File: src/rtl/regfile_pkg.sv
// -----------------------------------------------------------------------------
// regfile_pkg
// Shared constants and helpers for the multi-port register file.
//   REGFILE_DATA_WIDTH / REGFILE_ADDR_WIDTH : default register width and
//                                             address width.
//   REGFILE_ZERO_ADDR                       : address of the hardwired zero
//                                             register.
//   REGFILE_MAX_WRITE                       : widest write-port count the
//                                             collision helper resolves.
//   regfile_win_port()                      : picks the winning write port
//                                             from a per-port hit vector.
// Optional feature macro used by the design: REGFILE_FWD_EN.
// -----------------------------------------------------------------------------
package regfile_pkg;

   localparam int REGFILE_DATA_WIDTH = 32;
   localparam int REGFILE_ADDR_WIDTH = 5;
   localparam int REGFILE_MAX_WRITE  = 2;
   localparam int REGFILE_WIDX       = 1;

   localparam logic [REGFILE_ADDR_WIDTH-1:0] REGFILE_ZERO_ADDR = 5'd0;

   typedef struct packed {
      logic                    valid;
      logic [REGFILE_WIDX-1:0] idx;
   } regfile_win_t;

   // Highest-indexed hitting port wins: later loop iterations override.
   function automatic regfile_win_t regfile_win_port(
      input logic [REGFILE_MAX_WRITE-1:0] hit
   );
      regfile_win_t res;
      res.valid = 1'b0;
      res.idx   = '0;
      for (int w = 0; w < REGFILE_MAX_WRITE; w++) begin
         if (hit[w]) begin
            res.valid = 1'b1;
            res.idx   = REGFILE_WIDX'(w);
         end else begin
            res.valid = res.valid;
         end
      end
      return res;
   endfunction

endpackage : regfile_pkg

File: src/rtl/regfile_read_port.sv
// -----------------------------------------------------------------------------
// regfile_read_port
// One registered read port of the register file.
//   clk, rst  : clock, asynchronous active-high reset
//   rd_addr   : read address
//   rd_en     : read enable; when low rd_data holds (decode stall)
//   regs      : current register array contents
//   wr_en/wr_addr/wr_data : this cycle's write ports (used for forwarding)
//   rd_data   : registered read data
// Macro REGFILE_FWD_EN: when defined, a same-cycle write to rd_addr is
// forwarded (write-first); otherwise the pre-write contents are returned.
// -----------------------------------------------------------------------------
module regfile_read_port
   import regfile_pkg::*;
#(
   parameter int DATA_WIDTH = REGFILE_DATA_WIDTH,
   parameter int ADDR_WIDTH = REGFILE_ADDR_WIDTH,
   parameter int NUM_WRITE  = 2,
   parameter int ZERO_REG   = 1
) (
   input  logic                                 clk,
   input  logic                                 rst,
   input  logic [ADDR_WIDTH-1:0]                rd_addr,
   input  logic                                 rd_en,
   input  logic [DATA_WIDTH-1:0]                regs [2**ADDR_WIDTH],
   input  logic [NUM_WRITE-1:0]                 wr_en,
   input  logic [NUM_WRITE-1:0][ADDR_WIDTH-1:0] wr_addr,
   input  logic [NUM_WRITE-1:0][DATA_WIDTH-1:0] wr_data,
   output logic [DATA_WIDTH-1:0]                rd_data
);

   logic [DATA_WIDTH-1:0] array_data_s;
   logic [DATA_WIDTH-1:0] fwd_data_s;
   logic [DATA_WIDTH-1:0] next_data_s;
   logic [DATA_WIDTH-1:0] rd_data_r;

   // Array read mux.
   always_comb begin
      array_data_s = regs[rd_addr];
   end

`ifdef REGFILE_FWD_EN
   // Forwarding mux: replace array data with the winning same-cycle write.
   always_comb begin : fwd_mux
      logic [REGFILE_MAX_WRITE-1:0] hit_v;
      regfile_win_t                 win_v;
      hit_v = '0;
      for (int w = 0; w < NUM_WRITE; w++) begin
         hit_v[w] = wr_en[w] && (wr_addr[w] == rd_addr);
      end
      win_v      = regfile_win_port(hit_v);
      fwd_data_s = array_data_s;
      for (int w = 0; w < NUM_WRITE; w++) begin
         if (win_v.valid && (int'(win_v.idx) == w)) begin
            fwd_data_s = wr_data[w];
         end else begin
            fwd_data_s = fwd_data_s;
         end
      end
   end
`else
   logic unused_wr_s;
   assign unused_wr_s = ^{wr_en, wr_addr, wr_data};

   // Read-first build: no forwarding path.
   always_comb begin
      fwd_data_s = array_data_s;
   end
`endif

   // Zero-register gating; also blocks forwarding of writes to address 0.
   always_comb begin
      if ((ZERO_REG == 1) && (rd_addr == ADDR_WIDTH'(REGFILE_ZERO_ADDR))) begin
         next_data_s = '0;
      end else begin
         next_data_s = fwd_data_s;
      end
   end

   // Enable-gated output register.
   always_ff @(posedge clk or posedge rst) begin
      if (rst) begin
         rd_data_r <= '0;
      end else if (rd_en) begin
         rd_data_r <= next_data_s;
      end else begin
         rd_data_r <= rd_data_r;
      end
   end

   assign rd_data = rd_data_r;

endmodule : regfile_read_port

File: src/rtl/regfile_mp.sv
// -----------------------------------------------------------------------------
// regfile_mp
// Parametrised multi-port register file for the decode stage.
//   clk, rst  : clock, asynchronous active-high reset (clears array and
//               all read outputs)
//   readReg   : per-read-port address
//   readEn    : per-read-port enable; readData holds when low
//   readData  : registered read data, 1-cycle latency
//   writeReg/writeData/write : write ports; on an address collision the
//               highest-indexed port wins
// Parameters: DATA_WIDTH, ADDR_WIDTH, NUM_READ (1..4), NUM_WRITE (1..2),
//             ZERO_REG (1: register 0 hardwired to zero).
// Macro REGFILE_FWD_EN: enables same-cycle write-to-read forwarding.
// -----------------------------------------------------------------------------
module regfile_mp
   import regfile_pkg::*;
#(
   parameter int DATA_WIDTH = REGFILE_DATA_WIDTH,
   parameter int ADDR_WIDTH = REGFILE_ADDR_WIDTH,
   parameter int NUM_READ   = 2,
   parameter int NUM_WRITE  = 2,
   parameter int ZERO_REG   = 1
) (
   input  logic                                 clk,
   input  logic                                 rst,
   input  logic [NUM_READ-1:0][ADDR_WIDTH-1:0]  readReg,
   input  logic [NUM_READ-1:0]                  readEn,
   output logic [NUM_READ-1:0][DATA_WIDTH-1:0]  readData,
   input  logic [NUM_WRITE-1:0][ADDR_WIDTH-1:0] writeReg,
   input  logic [NUM_WRITE-1:0][DATA_WIDTH-1:0] writeData,
   input  logic [NUM_WRITE-1:0]                 write
);

   localparam int DEPTH = 2**ADDR_WIDTH;

   logic [DATA_WIDTH-1:0] regs_r     [DEPTH];
   logic                  wr_valid_s [DEPTH];
   logic [DATA_WIDTH-1:0] wr_value_s [DEPTH];

   // Per-register write resolution: winning port, dropped zero-register writes.
   always_comb begin : wr_resolve
      logic [REGFILE_MAX_WRITE-1:0] hit_v;
      regfile_win_t                 win_v;
      for (int a = 0; a < DEPTH; a++) begin
         hit_v = '0;
         for (int w = 0; w < NUM_WRITE; w++) begin
            hit_v[w] = write[w] && (writeReg[w] == ADDR_WIDTH'(a));
         end
         win_v         = regfile_win_port(hit_v);
         wr_value_s[a] = writeData[0];
         for (int w = 0; w < NUM_WRITE; w++) begin
            if (win_v.valid && (int'(win_v.idx) == w)) begin
               wr_value_s[a] = writeData[w];
            end else begin
               wr_value_s[a] = wr_value_s[a];
            end
         end
         wr_valid_s[a] = win_v.valid && !((ZERO_REG == 1) && (a == 0));
      end
   end

   // Register array storage.
   always_ff @(posedge clk or posedge rst) begin
      if (rst) begin
         for (int a = 0; a < DEPTH; a++) begin
            regs_r[a] <= '0;
         end
      end else begin
         for (int a = 0; a < DEPTH; a++) begin
            if (wr_valid_s[a]) begin
               regs_r[a] <= wr_value_s[a];
            end else begin
               regs_r[a] <= regs_r[a];
            end
         end
      end
   end

   for (genvar r = 0; r < NUM_READ; r++) begin : g_rd
      regfile_read_port #(
         .DATA_WIDTH (DATA_WIDTH),
         .ADDR_WIDTH (ADDR_WIDTH),
         .NUM_WRITE  (NUM_WRITE),
         .ZERO_REG   (ZERO_REG)
      ) u_read_port (
         .clk     (clk),
         .rst     (rst),
         .rd_addr (readReg[r]),
         .rd_en   (readEn[r]),
         .regs    (regs_r),
         .wr_en   (write),
         .wr_addr (writeReg),
         .wr_data (writeData),
         .rd_data (readData[r])
      );
   end

endmodule : regfile_mp

File: config.mk
export PLATFORM = sky130hd
export DESIGN_NAME = regfile_mp
export DESIGN_NICKNAME = d
export VERILOG_FILES = /design/src/rtl/regfile_pkg.sv /design/src/rtl/regfile_read_port.sv /design/src/rtl/regfile_mp.sv
export SDC_FILE = /design/constraint.sdc
export NUM_CORES = 2
export LEC_CHECK = 0
export CAP_MARGIN = 20
export CELL_PAD_IN_SITES_DETAIL_PLACEMENT = 1
export CELL_PAD_IN_SITES_GLOBAL_PLACEMENT = 2
export CORE_MARGIN = 1
export CORE_UTILIZATION = 40
export DETAILED_ROUTE_END_ITERATION = 7
export PLACE_DENSITY = 0.89
export SETUP_SLACK_MARGIN = 0.5
export SLEW_MARGIN = 20
export SYNTH_ARGS = -nofsm -noshare
export SYNTH_HDL_FRONTEND = slang
export SYNTH_HIERARCHICAL = 1
export SYNTH_SLANG_ARGS = --single-unit
File: constraint.sdc
create_clock -name clk -period 33.6 [get_ports clk]
set_input_delay 3.36 -clock clk [delete_from_list [all_inputs] [get_ports clk]]
set_output_delay 3.36 -clock clk [all_outputs]
set_load 0.01 [all_outputs]
After elaboration in Yosys (flattened, before gate mapping)
Index checks and enable logic that the tools add are counted.
{ "word_totals": {"regBits": 1056, "out_inout_bits": 64} }
{ "op_classes": {"magnitude_cmp": 2, "eq_ne": 62, "mux": 132, "bitwise": 2, "n_reduce_logical": 95} }
{ "op_table": {"columns": ["operator", "count"], "rows": [
  ["$mux 32", 37],
  ["$bmux 32 s5", 2],
  ["$eq 5x5->1 const B", 32],
  ["$logic_and 1x1->1", 93],
  ["$mux 1", 93],
  ["$eq 5x4->1 const B", 16],
  ["$eq 5x3->1 const B", 8],
  ["$eq 5x2->1 const B", 4],
  ["$ge 6x6->1 const B", 2],
  ["$not 5->6", 2],
  ["$eq 5x1->1 const B", 2],
  ["$logic_not 5->1", 2]
]} }

Logic depth before layout (Yosys ltp)
{ "depth": {"depth_word": 6, "depth_mapped": 9, "ltp_nobuf": 5} }

Cells and area by module
Netlist, hierarchy kept.
{ "by_module_without_submodules": {"columns": ["mod", "instances", "cells_per_inst", "area_each_um2"], "rows": [
  ["regfile_mp", 1, 6051, 49751.5],
  ["regfile_read_port", 2, 864, 9380.2]
]} }

Worst setup path after synthesis
Ideal clock, no wire load.
{ "synth_path": {"path_kind": "input to register", "start": "in readReg[0] (netlist bit)", "end": "reg g_rd[0].u_read_port.rd_data_r[10]", "arrival_time_ns": 4.879, "slack_ns": 28.588, "path_stages": 8, "path_buffers": 4, "cell_sequence": "buf_6 buf_6 buf_6 buf_4 mux4_2 o22ai_1 a2bb2oi_1 nor2_1"} }
{ "synth_via": {"elab_chain_len": 5, "elab_cells_between_ends": 6} }
{ "synth_rtl": {"columns": ["item", "line_no", "source"], "rows": [
  ["from (decl)", "regfile_mp.sv:26", "input logic [NUM_READ-1:0][ADDR_WIDTH-1:0] readReg,"],
  ["$not 5->6 (not written as such)", "regfile_read_port.sv:39", "array_data_s = regs[rd_addr];"],
  ["$bmux 32 s5", "regfile_read_port.sv:39", null],
  ["$mux 32 (not written as such) (2 in series)", "regfile_read_port.sv:39", null],
  ["$mux 32 *", "regfile_read_port.sv:73", "if ((ZERO_REG == 1) && (rd_addr == ADDR_WIDTH'(REGFILE_ZERO_ADDR))) begin"],
  ["to (signal assigned)", "regfile_read_port.sv:85", "rd_data_r <= next_data_s;"],
  ["to (signal assigned)", "regfile_read_port.sv:87", "rd_data_r <= rd_data_r;"],
  ["to (decl)", "regfile_read_port.sv:35", "logic [DATA_WIDTH-1:0] rd_data_r;"]
]} }
Every way passes the cells marked *; elsewhere a longest branch is shown, timed or not. The select of a mux whose other input is x is not followed.
A chain may end at the register's enable or synchronous reset.

Final worst setup path
{ "layout_path": {"start": "in readReg[1] (netlist bit)", "end": "reg g_rd[0].u_read_port.rd_data_r[26]"} }
The elaborated chain is that of the path after synthesis.

==> results.ini <==
[run_status]
status=finished, final reports clean

[critical_path]
reg2reg_slack_ns=31.26
worst_setup_path_end_kind=flop
start_kind=input port
path_max_fanout=70
worstPathRequired_ns=34.28
rr_startpoint=regs_r[567]$_DFFE_PP0P_
critPathLaunch=readReg[1]
rr_endpoint=g_rd[0].u_read_port/rd_data[23]$_DFFE_PP0P_
crit_type=input port to flop
reg2reg_depth=4
cp.arrival_ns=7.43

[timing]
tns_ns=0
maxSlewViolCount=0
finalCriticalPeriod_ns=6.75
hold_violations=0
worst_pin_slew_ns=1.34
slew_headroom=0.107
skew_ns=0.0258
fin_crit_sh=0.201
fmax_ghz=0.148
rsz0062_at_grt=no
finalSetupViolCount=0

[synth]
synth_mux_area_frac=0.172
syn_area_sq_um=68500
ys_types=52
synth_commonest_cells=dfrtp_1, o21ai_0, nor3_1
synth_top_area_share=0.386
avgSynthCellArea_sq_um=8.81
synth_xor_area_frac=0
synth_top_area_cell=dfrtp_1
synth_edf_count=0
synth-adder-area-share=0
synth_seq_cells=1056
synthTopCellsByArea=dfrtp_1, mux4_2, a31oi_1
synth_ff_type=dfrtp_1
synthMostInstantiatedCell=dfrtp_1
synthArstFlopShare=1.00
syn_inst=7779
yosys_warnings=6
synth_top_family_by_area=compound AO/OA/AOI/OAI gates
synth_compound_area_frac=0.213
synth_seq_area_share=0.386
yosys.area_share.simple=0.161

[worst_hold_path]
hold_path.startpoint=regs_r[540]$_DFFE_PP0P_
hold_path_class=flop to flop
min_to=regs_r[540]$_DFFE_PP0P_
hold_depth=2

[clock_tree]
htree_levels=4
cts_root_buffer=clkbuf_16
cts-hold-fix-buffers=0
cts_setup_buffers=0
insertion_delay_ns=0.81
numCtsBuffers=131
path_clk_slew_ns=0.06
cts_tree=yes
cts.sink_count=1056
cts_buffer_depth=3
post_cts_resized=0

[drt]
num_vias=74388
wl_per_cell_microns=38.7
first_pass_iters=6
ant_nets=0
drc_errors=0
drt-initial-drc-count=11442
viasPerCell=7.78
wirelength_mm=370

[power_and_ir_drop]
ir_worst_vdd_uv=46.6
power_density_nw_per_um2=61.0
p_leak_nw=26.7

[layout]
num-nets-final=7294
syn_to_final_growth_pct=9.08
final_cells=9559
layout-drive-gt1-share=0.121
stdcell_area_sq_um=74700
fin_util=0.440

[flow_run]
cap_violations=0

[global_routing]
grt_max_degree=176
antenna_found_initial=20
grt-ovfl-total=0
track_usage=0.419
grt_pass1_wl_mm=534
first_global_vias=74489

[place]
dp_cells=9286
io_buffers=153
dpl_cell_area_sq_um=70300
hpwlAfterDp_mm=203
gp_congestion=0.943

[die]
core-area_sq_um=170000
die_h_microns=416
die_x_microns=416
die_area_sq_um=173000
io_pins=154
num_rows=151
initial_core_util=0.404

## metal layers
metal / track usage / share of wire
met1: 0.512 / 0.35
met2: 0.591 / 0.42
met3: 0.144 / 0.14
met4: 0.352 / 0.093
met5: 0.00472 / 0.00053
## registers in the layout (all words and copies together), names as in the netlist
| signal | cells |
|---|---|
| regs_r | 992 |
| g_rd.u_read_port/rd_data | 64 |
## critical path, stage by stage
cell and delay [ns]:
buf_8 0.54, buf_4 0.73, buf_4 0.63, buf_4 0.70, mux4_2 0.42, mux2_2 0.31, a2111oi_0 0.47, nor2_1 0.11
## report_power, final
| part | internal (W) | switching (W) |
|---|---|---|
| sequential | 0.00161 | 0.000305 |
| clock | 0.000844 | 0.000621 |
| combinational | 0.000531 | 0.000651 |
| total | 0.00298 | 0.00158 |
## metrics by stage
step / hold slack (ns) / power, W / setup WS (ns)
3_5_place_dp: 0.568 / 0.00304 / 26.16
4_1_cts: 0.576 / 0.00448 / 26.95
5_1_grt: 0.605 / 0.00469 / 26.67
6_report: 0.583 / 0.00456 / 26.85
3_3_place_gp: 0.551 / 0.00296 / 26.12
2_1_floorplan: 0.535 / 0.00261 / 2.33
## final cells by class
type | count | area [sq um]
fillers | 19184 | 94900
multi-input cells | 5665 | 38100
flip-flops and latches | 1056 | 26400
clock buffers | 201 | 3900
repair buffers | 343 | 3110
well taps | 2218 | 2780
clock inverters | 33 | 335
diodes | 36 | 90.1
inverters | 7 | 36.3
## cells in the final DEF, fill, tap and decap left out, drive strengths merged, types with 32 or more instances in the layout
| cell type | Yosys | final |
|---|---|---|
| conb | 1 | 64 |
| a2111oi | 60 | 60 |
| nor3b | 34 | 34 |
| o21ai | 1054 | 1054 |
| mux4 | 324 | 324 |
| or2 | 34 | 34 |
| a21oi | 64 | 64 |
| mux2 | 62 | 62 |
| mux2i | 378 | 378 |
| and3 | 32 | 32 |
| nand2 | 997 | 997 |
| nor3 | 1000 | 1000 |
| buf | 192 | 209 |
| and3b | 64 | 64 |
| o22ai | 122 | 122 |
| a31oi | 992 | 992 |
| clkbuf | 922 | 201 |
| a22oi | 60 | 60 |
| o211ai | 62 | 62 |
| clkdlybuf4s50 | 0 | 134 |
| nor2 | 130 | 130 |
| diode | 0 | 36 |
| a2bb2oi | 62 | 62 |
| dfrtp | 1056 | 1056 |
## kinds of logic (layout without fill, tap and decap cells)
| logic type | after synthesis | count (layout) |
|---|---|---|
| other | 1 | 100 |
| and+or+nand+nor | 2353 | 2353 |
| DFF | 1056 | 1056 |
| muxes | 764 | 764 |
| buffers and inverters | 1121 | 584 |
| AOI/OAI and AO/OA | 2484 | 2484 |
## worst max path at each step
stage	endpoint	slack, ns	cells after the start
after global routing	regs_r[895]$_DFFE_PP0P_	26.67	5
after CTS	g_rd[0].u_read_port/rd_data[26]$_DFFE_PP0P_	26.95	8
final	g_rd[0].u_read_port/rd_data[26]$_DFFE_PP0P_	26.85	8
after detailed placement	g_rd[0].u_read_port/rd_data[26]$_DFFE_PP0P_	26.16	8
after global placement	g_rd[0].u_read_port/rd_data[26]$_DFFE_PP0P_	26.12	8
after floorplan	regs_r[0]$_DFFE_PP0P_	2.33	1
Power figures use the tool's default switching activity.
